**config.mk**
```make
export PLATFORM = sky130hd
export DESIGN_NAME = mj_key_conditioner
export DESIGN_NICKNAME = d
export VERILOG_FILES = /design/src/rtl/mj_key_conditioner.sv
export SDC_FILE = /design/constraint.sdc
export NUM_CORES = 1
export LEC_CHECK = 0
export BUFFER_PORTS_ARGS = -buffer_cell sky130_fd_sc_hd__buf_2
export CORE_UTILIZATION = 60
export DETAILED_ROUTE_END_ITERATION = 6
export PLACE_DENSITY = 0.81
export SLEW_MARGIN = 20
export SYNTH_ARGS = -nofsm -noshare
export SYNTH_HDL_FRONTEND = slang
export SYNTH_SLANG_ARGS = --single-unit
```
**constraint.sdc**
```tcl
create_clock -name clk_50M -period 4.3 [get_ports clk_50M]
set_clock_uncertainty 0.15 [all_clocks]
set_input_delay 0.43 -clock clk_50M [delete_from_list [all_inputs] [get_ports clk_50M]]
set_output_delay 0.43 -clock clk_50M [all_outputs]
set_load 0.1 [all_outputs]
```
**src/rtl/mj_key_conditioner.sv**
```systemverilog
// mj_key_conditioner
//
// Cleans up the raw inputs that feed the board's mode state machine. The
// bouncing active-low enter pushbutton becomes a debounced level, a one-cycle
// press strobe and a one-cycle long-press strobe. The slide switches are
// synchronized, and a snapshot of them is taken at the moment of each
// accepted press.
//
// Ports:
//   clk_50M      in   system clock
//   rst          in   synchronous, active-high reset
//   enter_bar    in   raw pushbutton, asynchronous, active low
//   sw           in   raw slide switches, asynchronous
//   sw_sync      out  sw after a 2-FF synchronizer
//   sw_snap      out  sw_sync captured on each accepted press
//   enter        out  debounced key level, 1 = pressed
//   enter_pulse  out  one-cycle strobe on each accepted press
//   hold_pulse   out  one-cycle strobe once a press has lasted HOLD_CYCLES
//
// Handshake: there is none. Every output is a plain level or a one-cycle
// strobe, valid in the cycle it is high, with no backpressure from the
// consumer.
//
// The FSM state is held in state_q; enter is decoded directly from it.

module mj_key_conditioner #(
    parameter int DEBOUNCE_CYCLES = 1_000_000,
    parameter int HOLD_CYCLES     = 50_000_000,
    parameter int SW_WIDTH        = 10
) (
    input  logic                clk_50M,
    input  logic                rst,
    input  logic                enter_bar,
    input  logic [SW_WIDTH-1:0] sw,
    output logic [SW_WIDTH-1:0] sw_sync,
    output logic [SW_WIDTH-1:0] sw_snap,
    output logic                enter,
    output logic                enter_pulse,
    output logic                hold_pulse
);

    localparam int DW = (DEBOUNCE_CYCLES > 1) ? $clog2(DEBOUNCE_CYCLES) : 1;
    // One extra code above HOLD_CYCLES-1 is the saturated "already fired" value.
    localparam int HW = $clog2(HOLD_CYCLES + 1);

    localparam logic [DW-1:0] DCNT_LAST = DW'(DEBOUNCE_CYCLES - 1);
    localparam logic [HW-1:0] HCNT_LAST = HW'(HOLD_CYCLES - 1);
    localparam logic [HW-1:0] HCNT_SAT  = HW'(HOLD_CYCLES);

    typedef enum logic [1:0] {
        ST_IDLE         = 2'd0,
        ST_PRESS_WAIT   = 2'd1,
        ST_PRESSED      = 2'd2,
        ST_RELEASE_WAIT = 2'd3
    } state_e;

    state_e state_q, state_d;
    logic [DW-1:0] dcnt_q, dcnt_d;
    logic [HW-1:0] hcnt_q, hcnt_d;
    logic enter_pulse_q, enter_pulse_d;
    logic hold_pulse_q, hold_pulse_d;
    logic [SW_WIDTH-1:0] sw_snap_q, sw_snap_d;

    // Synchronizers. The key chain carries the inverted pin, so a cleared
    // chain reads "released".
    logic key_meta_q, key_s_q;
    logic [SW_WIDTH-1:0] sw_meta_q, sw_sync_q;

    // State register: synchronizers, FSM state, counters and registered strobes.
    always_ff @(posedge clk_50M) begin
        if (rst) begin
            key_meta_q    <= 1'b0;
            key_s_q       <= 1'b0;
            sw_meta_q     <= '0;
            sw_sync_q     <= '0;
            state_q       <= ST_IDLE;
            dcnt_q        <= '0;
            hcnt_q        <= '0;
            enter_pulse_q <= 1'b0;
            hold_pulse_q  <= 1'b0;
            sw_snap_q     <= '0;
        end else begin
            key_meta_q    <= ~enter_bar;
            key_s_q       <= key_meta_q;
            sw_meta_q     <= sw;
            sw_sync_q     <= sw_meta_q;
            state_q       <= state_d;
            dcnt_q        <= dcnt_d;
            hcnt_q        <= hcnt_d;
            enter_pulse_q <= enter_pulse_d;
            hold_pulse_q  <= hold_pulse_d;
            sw_snap_q     <= sw_snap_d;
        end
    end

    // Next-state logic.
    always_comb begin
        state_d       = state_q;
        dcnt_d        = dcnt_q;
        hcnt_d        = hcnt_q;
        enter_pulse_d = 1'b0;
        hold_pulse_d  = 1'b0;
        sw_snap_d     = sw_snap_q;
        unique case (state_q)
            ST_IDLE: begin
                if (key_s_q) begin
                    state_d = ST_PRESS_WAIT;
                    dcnt_d  = '0;
                end
            end
            ST_PRESS_WAIT: begin
                if (!key_s_q) begin
                    state_d = ST_IDLE;
                end else if (dcnt_q == DCNT_LAST) begin
                    state_d       = ST_PRESSED;
                    enter_pulse_d = 1'b1;
                    sw_snap_d     = sw_sync_q;
                    hcnt_d        = '0;
                end else begin
                    dcnt_d = dcnt_q + 1'b1;
                end
            end
            ST_PRESSED: begin
                // Release is tested first so it wins over a coincident hold.
                if (!key_s_q) begin
                    state_d = ST_RELEASE_WAIT;
                    dcnt_d  = '0;
                end else if (hcnt_q == HCNT_LAST) begin
                    hold_pulse_d = 1'b1;
                    hcnt_d       = HCNT_SAT;
                end else if (hcnt_q != HCNT_SAT) begin
                    hcnt_d = hcnt_q + 1'b1;
                end
            end
            ST_RELEASE_WAIT: begin
                // A short release glitch returns to PRESSED with hcnt frozen,
                // so the hold timer resumes rather than restarting.
                if (key_s_q) begin
                    state_d = ST_PRESSED;
                end else if (dcnt_q == DCNT_LAST) begin
                    state_d = ST_IDLE;
                end else begin
                    dcnt_d = dcnt_q + 1'b1;
                end
            end
            default: begin
                state_d = ST_IDLE;
            end
        endcase
    end

    // Output decode.
    always_comb begin
        enter       = (state_q == ST_PRESSED) || (state_q == ST_RELEASE_WAIT);
        enter_pulse = enter_pulse_q;
        hold_pulse  = hold_pulse_q;
        sw_snap     = sw_snap_q;
        sw_sync     = sw_sync_q;
    end

endmodule

```
==> metrics.md, run 1 <==
| Metric | Value |
|---|---|
| Clk pin slew, worst setup/hold paths | 0.09 ns |
| Share of the synthesized area in the top cell type | 0.458 |
| Vias per cell | 5.98 |
| Worst R2R End | hcnt_q[18]$_SDFFE_PP0P_ |
| Worst r2r src | state_q[0]$_SDFFE_PP0P_ |
| Worst path arrival time | 2.89 ns |
| Relative slew slack | 0.389 |
| HPWL Detailed | 5.35 mm |
| Fillcell total | 441 |
| Post-synth EDFFs | 0 |
| Clock Sink Count | 82 |
| Hold Startpoint | enter_bar |
| Critical path class | flop to flop |
| Detail Route Antenna Nets | 0 |
| Worst Path Max Fanout | 11 |
| Total number of vias | 3076 |
| Final min period | 2.80 ns |
| Full die area | 6290 um^2 |
| Starting DRT DRC Count | 153 |
| Worst R2R Path Depth | 6 |
| Slew Viols, Final | 0 |
| Reg2Reg Setup Slack | 1.50 ns |
| Register area | 1640 um^2 |
| Peak supply drop | 0.000279 V |
| Footprint of the multi-input gates | 1790 um^2 |
| Worst Setup Start Kind | flop |
| Mapped cell area | 3580 um^2 |
| Worst hold stages | 2 |
| Worst setup margin | 1.50 ns |
| Slew @ Worst Pin | 0.916 ns |
| Antenna violations before repair | 0 |
| Largest net degree at the start of global routing | 52 |
| DRT Wirelength | 7.76 mm |
| CP required | 4.39 ns |
| Fin. Hold Viols | 0 |
| CTS tree | yes |
| CORE AREA | 5640 um^2 |
| Synth Flop Type | dfxtp_1 |
| Grt total ovfl | 0 |
| Clk buf depth | 2 |
| Leakage | 0.00138 uW |
| H-tree levels | 3 |
| Yosys warning count | 0 |
| Layout cells sized above 1 | 0.140 |
| Placement row count | 27 |
| Mapped Cells | 411 |
| Gr usage total | 0.261 |
| WL per Instance | 15.1 um |
| Syn Nets | 427 |
| CTS hold repair buffers | 0 |
| DIE WIDTH | 79.3 um |
| # setup viols final | 0 |
| Min-Delay Path Class | input port to flop |
| Synth Register Bits | 82 |
| Post-synth top area cell | dfxtp_1 |
| Initial Utilization | 0.635 |
| Routability congestion estimate | 0.895 |
| Post-synth ARST share | 0 |
| Comb power frac | 0.044 |
| Vias in the first global route | 2742 |
| Final Util | 0.704 |
| Clk pwr share | 0.416 |
| PostCTS Resize Cnt | 0 |
| First-pass GRT wire length | 12.7 mm |
| Psw | 351 uW |
| Max-cap viol count | 0 |
| Seq/Total Area, Yosys | 0.458 |
| Max Freq | 0.357 GHz |
| Setup slack after placement | 1.55 ns |
| Remaining DRCs | 0 |
| Run status | complete, no violations |
| Synth cell types | 55 |
| Internal power | 1080 uW |
| CTS root buf | clkbuf_8 |
| DRT Pass-1 Iters | 5 |
| # port buffers | 35 |
| Power Density | 360 nW/um^2 |
| Nets | 453 |
| Area delta synth->final | 10.8% |
| N_diodes | 0 |
| Post-CTS Setup Bufs | 0 |
| Hold Path End | key_meta_q$_SDFF_PP0_ |
| Cts bufs inserted | 9 |
| Count leader, synth | dfxtp_1 |
| Clock insertion delay at the later pin of the skew report | 0.35 ns |
| I/O pins | 36 |
| Avg Cell Area, Syn | 8.72 um^2 |
| Top post-synthesis cells by count | dfxtp_1, nor2_1, nand2_1, nand3_1, a21oi_1 |
| Switching Share | 0.245 |
| Sequential Power Share | 0.540 |
| Setup TNS | 0 ns |
| Final Cycle Share | 0.651 |
| Crit path capture type | flop |
| Synth top area cells | dfxtp_1, nor2_1, nor2b_1, nand3_1, a21oi_1 |
| RSZ-0062 raised after global routing | false |
| Die span in y | 79.3 um |
-- power by group through the flow --
stage	registers (uW)	logic [uW]	clock network, uW
floorplan	816	22.5	0
finish	772	63.4	595
detailed placement	790	63.6	0
global route	773	66.8	636
CTS	772	63.6	604
global placement	790	62.6	0
-- registers in the layout, indices dropped and copies added, names as in the netlist, named ones only --
signal and flops:
sw_meta_q 10, enter_pulse 1, hold_pulse 1, key_s_q 1, key_meta_q 1, hcnt_q 26
sw_sync 10, sw_snap 10, dcnt_q 20, state_q 1
-- layer usage --
metal	vias to the layer above	GRT usage	share of wire	routed length (um)
li1	1525	-	-	-
met1	1434	0.338	0.46	3540
met2	109	0.413	0.47	3670
met3	8	0.0667	0.061	470
met4	0	0.104	0.011	85
met5	-	0	0	0
-- logic make-up (layout without fill, tap and decap cells) --
kind of cell / count (synthesis) / count (layout) / share of synthesized area
adders and majority gates: 3 / 3 / 0.0105
muxes: 10 / 10 / 0.0279
buffers and inverters: 33 / 64 / 0.0419
DFF: 82 / 82 / 0.458
and+or+nand+nor: 190 / 190 / 0.287
AOI/OAI and AO/OA: 77 / 77 / 0.136
xor gates and xnor gates: 16 / 16 / 0.0391
-- cell usage in the layout, fill, tap and decap left out, types with 6 or more instances in the layout --
cell	Yosys	routed
nor2b_1	22	22
xnor2_1	7	7
and3_1	6	6
o21ai_0	13	13
or3_1	7	7
inv_1	11	11
clkbuf_8	0	10
nand3_1	25	25
o211ai_1	6	6
mux2i_1	10	10
nand4_1	16	16
nor3_1	12	12
nor2_1	42	42
xor2_1	9	9
nand2_1	30	30
dfxtp_1	82	82
buf_2	2	35
a21oi_1	24	24
-- metrics by stage --
step / hold WS [ns] / cells / area [um^2] / total power, uW
after detailed placement: 0.272 / 498 / 3750 / 854
final: 0.0708 / 514 / 3970 / 1430
after CTS: 0.0580 / 514 / 3970 / 1440
after floorplan: 0.264 / 411 / 3580 / 839
after global placement: 0.265 / 498 / 3750 / 852
after global routing: 0.0482 / 514 / 3970 / 1480
-- critical path, cell delays in order, from the launching register on --
cell and delay (ns):
dfxtp_1 0.43, nand2b_1 0.45, nor4_1 0.11, a31o_2 0.29, nor2_2 0.35, nand3_1 0.44
o41ai_1 0.49
-- worst max path at each step --
| stage | from | to | cells past startpoint |
|---|---|---|---|
| 2_1_floorplan | hcnt_q[4]$_SDFFE_PP0P_ | hcnt_q[24]$_SDFFE_PP0P_ | 8 |
| 3_3_place_gp | hcnt_q[8]$_SDFFE_PP0P_ | hcnt_q[20]$_SDFFE_PP0P_ | 6 |
| 3_5_place_dp | state_q[0]$_SDFFE_PP0P_ | hcnt_q[18]$_SDFFE_PP0P_ | 6 |
| 4_1_cts | state_q[0]$_SDFFE_PP0P_ | hcnt_q[18]$_SDFFE_PP0P_ | 6 |
| 5_1_grt | state_q[0]$_SDFFE_PP0P_ | hcnt_q[24]$_SDFFE_PP0P_ | 6 |
| 6_report | state_q[0]$_SDFFE_PP0P_ | hcnt_q[18]$_SDFFE_PP0P_ | 6 |
-- final cells by class --
type                            instances  share of cell area
Multi-Input combinational cell        296               0.451
Sequential cell                        82               0.413
Timing Repair Buffer                   37              0.0479
Clock buffer                           10              0.0347
Tap cell                               72              0.0227
Clock inverter                          6              0.0195
Inverter                               11              0.0104
Power figures use the tool's default switching activity.
==> inputs of run 2 (changes only) <==
Settings changed: ABC_AREA from default to 1, PLACE_DENSITY 0.81 to 0.8.
Clock period 4.3 ns to 2.7 ns, I/O delays scaled along.
==> metrics.md, run 2 <==
| Metric | Value |
|---|---|
| Simple-Gate Fraction of Synth Area | 0.407 |
| Critical path class | flop to flop |
| H-tree levels | 3 |
| Worst Path Max Fanout | 20 |
| Mux share of post-synthesis cell area | 0 |
| Clock Sink Count | 82 |
| Detail Route Antenna Nets | 0 |
| Vias per cell | 5.20 |
| N_diodes | 0 |
| Largest net degree at the start of global routing | 67 |
| Slew Viols, Final | 0 |
| Relative slew slack | 0.544 |
| Vias in the first global route | 3802 |
| DIE WIDTH | 86.1 um |
| HPWL Detailed | 6.60 mm |
| Placement row count | 30 |
| Avg Cell Area, Syn | 6.39 um^2 |
| Layout cells sized above 1 | 0.107 |
| WL per Instance | 12.3 um |
| Gr usage total | 0.282 |
| Nets | 719 |
| Final min period | 2.24 ns |
| Setup TNS | 0 ns |
| CORE AREA | 6790 um^2 |
| Routability congestion estimate | 0.953 |
| Slowest cell on crit path | dfxtp_1 |
| Fillcell total | 605 |
| Cell Area, Placed | 4420 um^2 |
| Compound-Gate Fraction of Synth Area | 0.0738 |
| Mapped Cells | 664 |
| Peak supply drop | 0.000376 V |
| Hold_ws | 0.109 ns |
| CTS root buf | clkbuf_8 |
| Antenna violations before repair | 0 |
| Die span in y | 86.1 um |
| Min-Delay Path Class | input port to flop |
| CTS tree | yes |
| Remaining DRCs | 0 |
| Yosys warning count | 0 |
| Area delta synth->final | 11.5% |
| Clk pin slew, worst setup/hold paths | 0.10 ns |
| First-pass GRT wire length | 16.4 mm |
| # setup viols final | 0 |
| Worst path arrival time | 2.38 ns |
| Synth cell types | 30 |
| DRT Pass-1 Iters | 4 |
| Fin area | 4730 um^2 |
| Synth top area cells | dfxtp_1, nand2_1, nor2_1, a21oi_1, inv_1 |
| Leakage | 0.00169 uW |
| Largest regs | hcnt_q (26), dcnt_q (20) |
| Power Density | 477 nW/um^2 |
| Post-Synth Adder-Cell Area | 0.00885 |
| Full die area | 7410 um^2 |
| Crit path cell chain | ha_1 > nand3_2 > nor2_1 > nand3_2 > nand2_2 > inv_2 > nand2_1 > nand2_1 > a21oi_1 |
| CP peak stage delay | 0.38 ns |
| Crit-path leading delay family | simple AND/OR/NAND/NOR gates |
| Xor-xnor portion of the synthesized cell area | 0.0248 |
| Share of the synthesized area in the top cell type | 0.387 |
| DRT Wirelength | 9.86 mm |
| Worst hold stages | 4 |
| Worst R2R Path Depth | 9 |
| Worst Setup Start Kind | flop |
| Synth Register Bits | 82 |
| Max-cap viol count | 0 |
| Initial Utilization | 0.624 |
| I/O pins | 36 |
| Run status | complete, no violations |
| Max Freq | 0.447 GHz |
| Crit path buffers/inverters | 1 |
| Top post-synthesis cells by count | nand2_1, nor2_1, dfxtp_1, inv_1, a21oi_1 |
| Final Cycle Share | 0.829 |
| # port buffers | 35 |
| Crit path capture type | flop |
| Post-synth ARST share | 0 |
| Clock insertion delay at the later pin of the skew report | 0.37 ns |
| Commonest cells after routing, fill and taps aside | nand2_1, nor2_1, dfxtp_1 |
| Seq/Total Area, Yosys | 0.387 |
| Largest family of logic cells by synthesized area | simple AND/OR/NAND/NOR gates |
| Largest reg by FF count | hcnt_q |
| Post-CTS Setup Bufs | 0 |
| RSZ-0062 raised after global routing | false |
| Total number of vias | 4181 |
| Grt total ovfl | 0 |
| CP required | 2.85 ns |
| Clk buf depth | 2 |
| Commonest non-fill, non-tap cell in the layout | nand2_1 |
| Starting DRT DRC Count | 240 |
| CP Depth | 9 |
| Cts bufs inserted | 9 |
| Mapped cell area | 4240 um^2 |
| Post-synth top area cell | dfxtp_1 |
| Synth Flop Type | dfxtp_1 |
| Syn Nets | 680 |
| Fin. Hold Viols | 0 |
| Count leader, synth | nand2_1 |
| Slew @ Worst Pin | 0.684 ns |
| Max reg flops | 26 |
| Post-synth EDFFs | 0 |
-- run 2: changes by cell type in the layout (fill, tap and decap cells not counted), sizes merged, moves of 11 or more --
cell,change
inv,+63
nor2,+96
nor2b,-22
nand2,+172
a21oi,+26
nand3,+16
dlygate4sd3,+11
-- run 2: cell families after synthesis --
| family | after synthesis |
|---|---|
| buf+inv | 95 |
| fa+ha+maj | 3 |
| compound gates | 61 |
| xor+xnor | 12 |
| simple gates | 411 |
| flops | 82 |
-- run 2: worst reg2reg max path, cell delays in order, from the launching register on --
cell and delay, ns:
dfxtp_1 0.38, ha_1 0.21, nand3_2 0.16, nor2_1 0.23, nand3_2 0.18, nand2_2 0.36
inv_2 0.21, nand2_1 0.10, nand2_1 0.06, a21oi_1 0.13
-- run 2: path summary, 6_finish.rpt --
kind	startpoint	endpoint	slack (ns)
setup / recovery	dcnt_q[1]$_SDFFE_PP0P_	dcnt_q[15]$_SDFFE_PP0P_	0.46
hold / removal	rst	hcnt_q[18]$_SDFFE_PP0P_	0.11
setup reg to reg	dcnt_q[1]$_SDFFE_PP0P_	dcnt_q[15]$_SDFFE_PP0P_	0.46
hold reg to reg	key_meta_q$_SDFF_PP0_	key_s_q$_SDFF_PP0_	0.26
-- run 2: per-stage QoR --
step	total power (uW)	worst slack (ns)	utilization	std cells
2_1_floorplan	1350	1.02	-	664
3_3_place_gp	1370	0.587	0.650	777
3_5_place_dp	1370	0.544	0.650	777
4_1_cts	2270	0.507	0.696	804
5_1_grt	2330	0.298	0.696	804
6_report	2260	0.462	0.696	804
-- run 2: cell type report --
class,instances,area (um^2),share of cell area
Tap cell,96,120,0.0254
Inverter,75,284,0.0601
Clock buffer,9,124,0.0262
Sequential cell,82,1640,0.347
Timing Repair Buffer,48,300,0.0635
Multi-Input combinational cell,487,2180,0.461
Clock inverter,7,76.3,0.0161
-- run 2: repair_timing --
| action | CTS | global route |
|---|---|---|
| hold buffers | 11 | 0 |
| endpoints found under the hold margin | 11 | 0 |
| resized for setup | 0 | 0 |
-- run 2: report_power, final --
group          leakage [uW]  internal (uW)  switching [uW]  total [uW]
registers          0.000665           1220            8.43        1230
clock network      0.000103            369             531         900
logic              0.000918           30.8            91.7         123
-- run 2: per-layer routing --
layer	up-vias	global-route usage	wire [um]
li1	2145	-	-
met1	1875	0.333	4100
met2	137	0.510	4980
met3	24	0.0491	592
met4	0	0.105	188
met5	-	0	0
==> inputs of run 3 (changes only) <==
Settings changed: ABC_AREA 1 to 0, CORE_UTILIZATION 60 to 53, PLACE_DENSITY 0.8 to 0.76.
Clock period 2.7 ns to 2 ns, I/O delays scaled along.
==> metrics.md, run 3 (synthesis results as in run 1) <==
| Metric | Value |
|---|---|
| Run status | complete, but fails checks |
| Failing checks | design-rule violations, negative setup slack |
| Largest reg by FF count | hcnt_q |
| Max reg flops | 26 |
| Final Util | 0.810 |
| Setup TNS | -7.79 ns |
| Final Cycle Share | 1.16 |
| # setup viols final | 37 |
| DRT Pass-1 Iters | 7 |
| Gr usage total | 0.306 |
| Finished Layout Cells | 631 |
| Antenna violations before repair | 0 |
| Crit path buffers/inverters | 2 |
| Hold_ws | 0.171 ns |
| Max Freq | 0.432 GHz |
| # port buffers | 35 |
| WL per Instance | 17.3 um |
| Relative slew slack | 0.642 |
| Worst hold stages | 4 |
| N_diodes | 0 |
| Peak supply drop | 0.000566 V |
| CTS tree | yes |
| Fillcell total | 366 |
| Crit-path leading delay family | simple AND/OR/NAND/NOR gates |
| Clk pin slew, worst setup/hold paths | 0.10 ns |
| Fin. Hold Viols | 0 |
| Routability congestion estimate | 0.937 |
| I/O pins | 36 |
| Clk buf depth | 2 |
| Starting DRT DRC Count | 248 |
| Commonest non-fill, non-tap cell in the layout | buf_4 |
| Max-cap viol count | 0 |
| Largest net degree at the start of global routing | 52 |
| Reg2Reg Setup Slack | -0.31 ns |
| Leakage | 0.00201 uW |
| Clock insertion delay at the later pin of the skew report | 0.36 ns |
| Vias in the first global route | 3677 |
| DRT Wirelength | 10.9 mm |
| Clock Sink Count | 82 |
| Largest regs | hcnt_q (26), dcnt_q (20) |
| CP peak stage delay | 0.54 ns |
| Layout cells sized above 1 | 0.384 |
| Slowest cell on crit path | or4_4 |
| H-tree levels | 3 |
| Cts bufs inserted | 9 |
| Worst setup margin | -0.313 ns |
| Initial Utilization | 0.558 |
| CORE AREA | 6420 um^2 |
| Die span in y | 84.2 um |
| Crit path capture type | flop |
| Placed cell count | 588 |
| Footprint of the multi-input gates | 2090 um^2 |
| Placement row count | 29 |
| Worst Setup Start Kind | flop |
| Setup slack after placement | -0.317 ns |
| Worst path arrival time | 2.46 ns |
| Area delta synth->final | 45.3% |
| Total number of vias | 3806 |
| Register area | 1660 um^2 |
| Min-Delay Path Class | input port to flop |
| Grt total ovfl | 0 |
| Worst Path Max Fanout | 6 |
| Commonest cells after routing, fill and taps aside | buf_4, dfxtp_1, nor2_1 |
| Crit path from | hcnt_q[8]$_SDFFE_PP0P_ |
| Power Density | 586 nW/um^2 |
| CP required | 2.14 ns |
| CTS root buf | clkbuf_8 |
| Critical path class | flop to flop |
| Worst r2r src | hcnt_q[8]$_SDFFE_PP0P_ |
| CP Depth | 8 |
| Slew @ Worst Pin | 0.534 ns |
| RSZ-0062 raised after global routing | true |
| Worst R2R End | hcnt_q[23]$_SDFFE_PP0P_ |
| Vias per cell | 6.03 |
| Final min period | 2.31 ns |
| Slew Viols, Final | 0 |
| First-pass GRT wire length | 17.0 mm |
| DIE WIDTH | 84.2 um |
| Crit path to | hcnt_q[23]$_SDFFE_PP0P_ |
| Remaining DRCs | 2 |
| Nets | 565 |
| Crit path cell chain | or4_4 > nor4_4 > buf_4 > a31o_4 > o21bai_4 > buf_6 > nand2_4 > a31oi_4 |
| HPWL Detailed | 6.46 mm |
| Detail Route Antenna Nets | 0 |
| Full die area | 7090 um^2 |
| Worst R2R Path Depth | 8 |
run 3: cell types whose count changed in the layout (fill, tap and decap cells not counted), moves of 13 or more:
| cell | previous run | this run |
|---|---|---|
| inv_1 | 67 | 11 |
| nand2_1 | 199 | 28 |
| nor2_1 | 132 | 40 |
| nor2b_1 | 0 | 22 |
| nand3_1 | 36 | 23 |
| a21oi_1 | 51 | 15 |
| buf_4 | 2 | 89 |
run 3: worst min-delay path, cell delays in order:
cell,delay [ns]
buf_2,0.09
inv_1,0.14
nand3_4,0.15
o31ai_1,0.08
run 3: metal layers:
metal | track usage | share of wire | vias to the layer above
met2 | 0.553 | 0.51 | 192
met3 | 0.0570 | 0.063 | 50
met4 | 0.171 | 0.037 | 0
met5 | 0 | 0 | -
met1 | 0.340 | 0.39 | 1805
li1 | - | - | 1759
run 3: per-stage QoR:
step / total power, uW / cell area [um^2]
finish: 3050 / 5200
global route: 3140 / 5200
CTS: 3050 / 5050
detailed placement: 1850 / 4500
global placement: 1840 / 4500
floorplan: 1810 / 3700
run 3: worst min-delay path by stage:
stage          startpoint                 endpoint  slack (ns)
2_1_floorplan   enter_bar    key_meta_q$_SDFF_PP0_        0.12
3_3_place_gp    enter_bar    key_meta_q$_SDFF_PP0_        0.21
3_5_place_dp    enter_bar    key_meta_q$_SDFF_PP0_        0.21
4_1_cts               rst  hcnt_q[16]$_SDFFE_PP0P_        0.15
5_1_grt               rst  hcnt_q[16]$_SDFFE_PP0P_        0.17
6_report              rst  hcnt_q[16]$_SDFFE_PP0P_        0.17
run 3: timing repair:
item,in CTS,in global routing
resized for setup,26,28
setup endpoints to repair,37,43
hold buffers,11,0
pin swaps,19,22
endpoints found under the hold margin,11,0
setup buffers,10,5
gates cloned,3,0
run 3: final cells by class:
| type | count | share of cell area |
|---|---|---|
| well taps | 77 | 0.0185 |
| clock inverters | 7 | 0.0147 |
| multi-input cells | 298 | 0.402 |
| inverters | 11 | 0.00793 |
| flip-flops and latches | 82 | 0.318 |
| clock buffers | 9 | 0.0238 |
| repair buffers | 147 | 0.215 |
run 3: power by group:
group | leakage, uW | total [uW] | internal (uW) | switching, uW
Clock | 0.000103 | 1210 | 499 | 713
Sequential | 0.000671 | 1660 | 1650 | 8.36
Combinational | 0.00124 | 178 | 59.9 | 118
Total | 0.00201 | 3050 | 2210 | 840
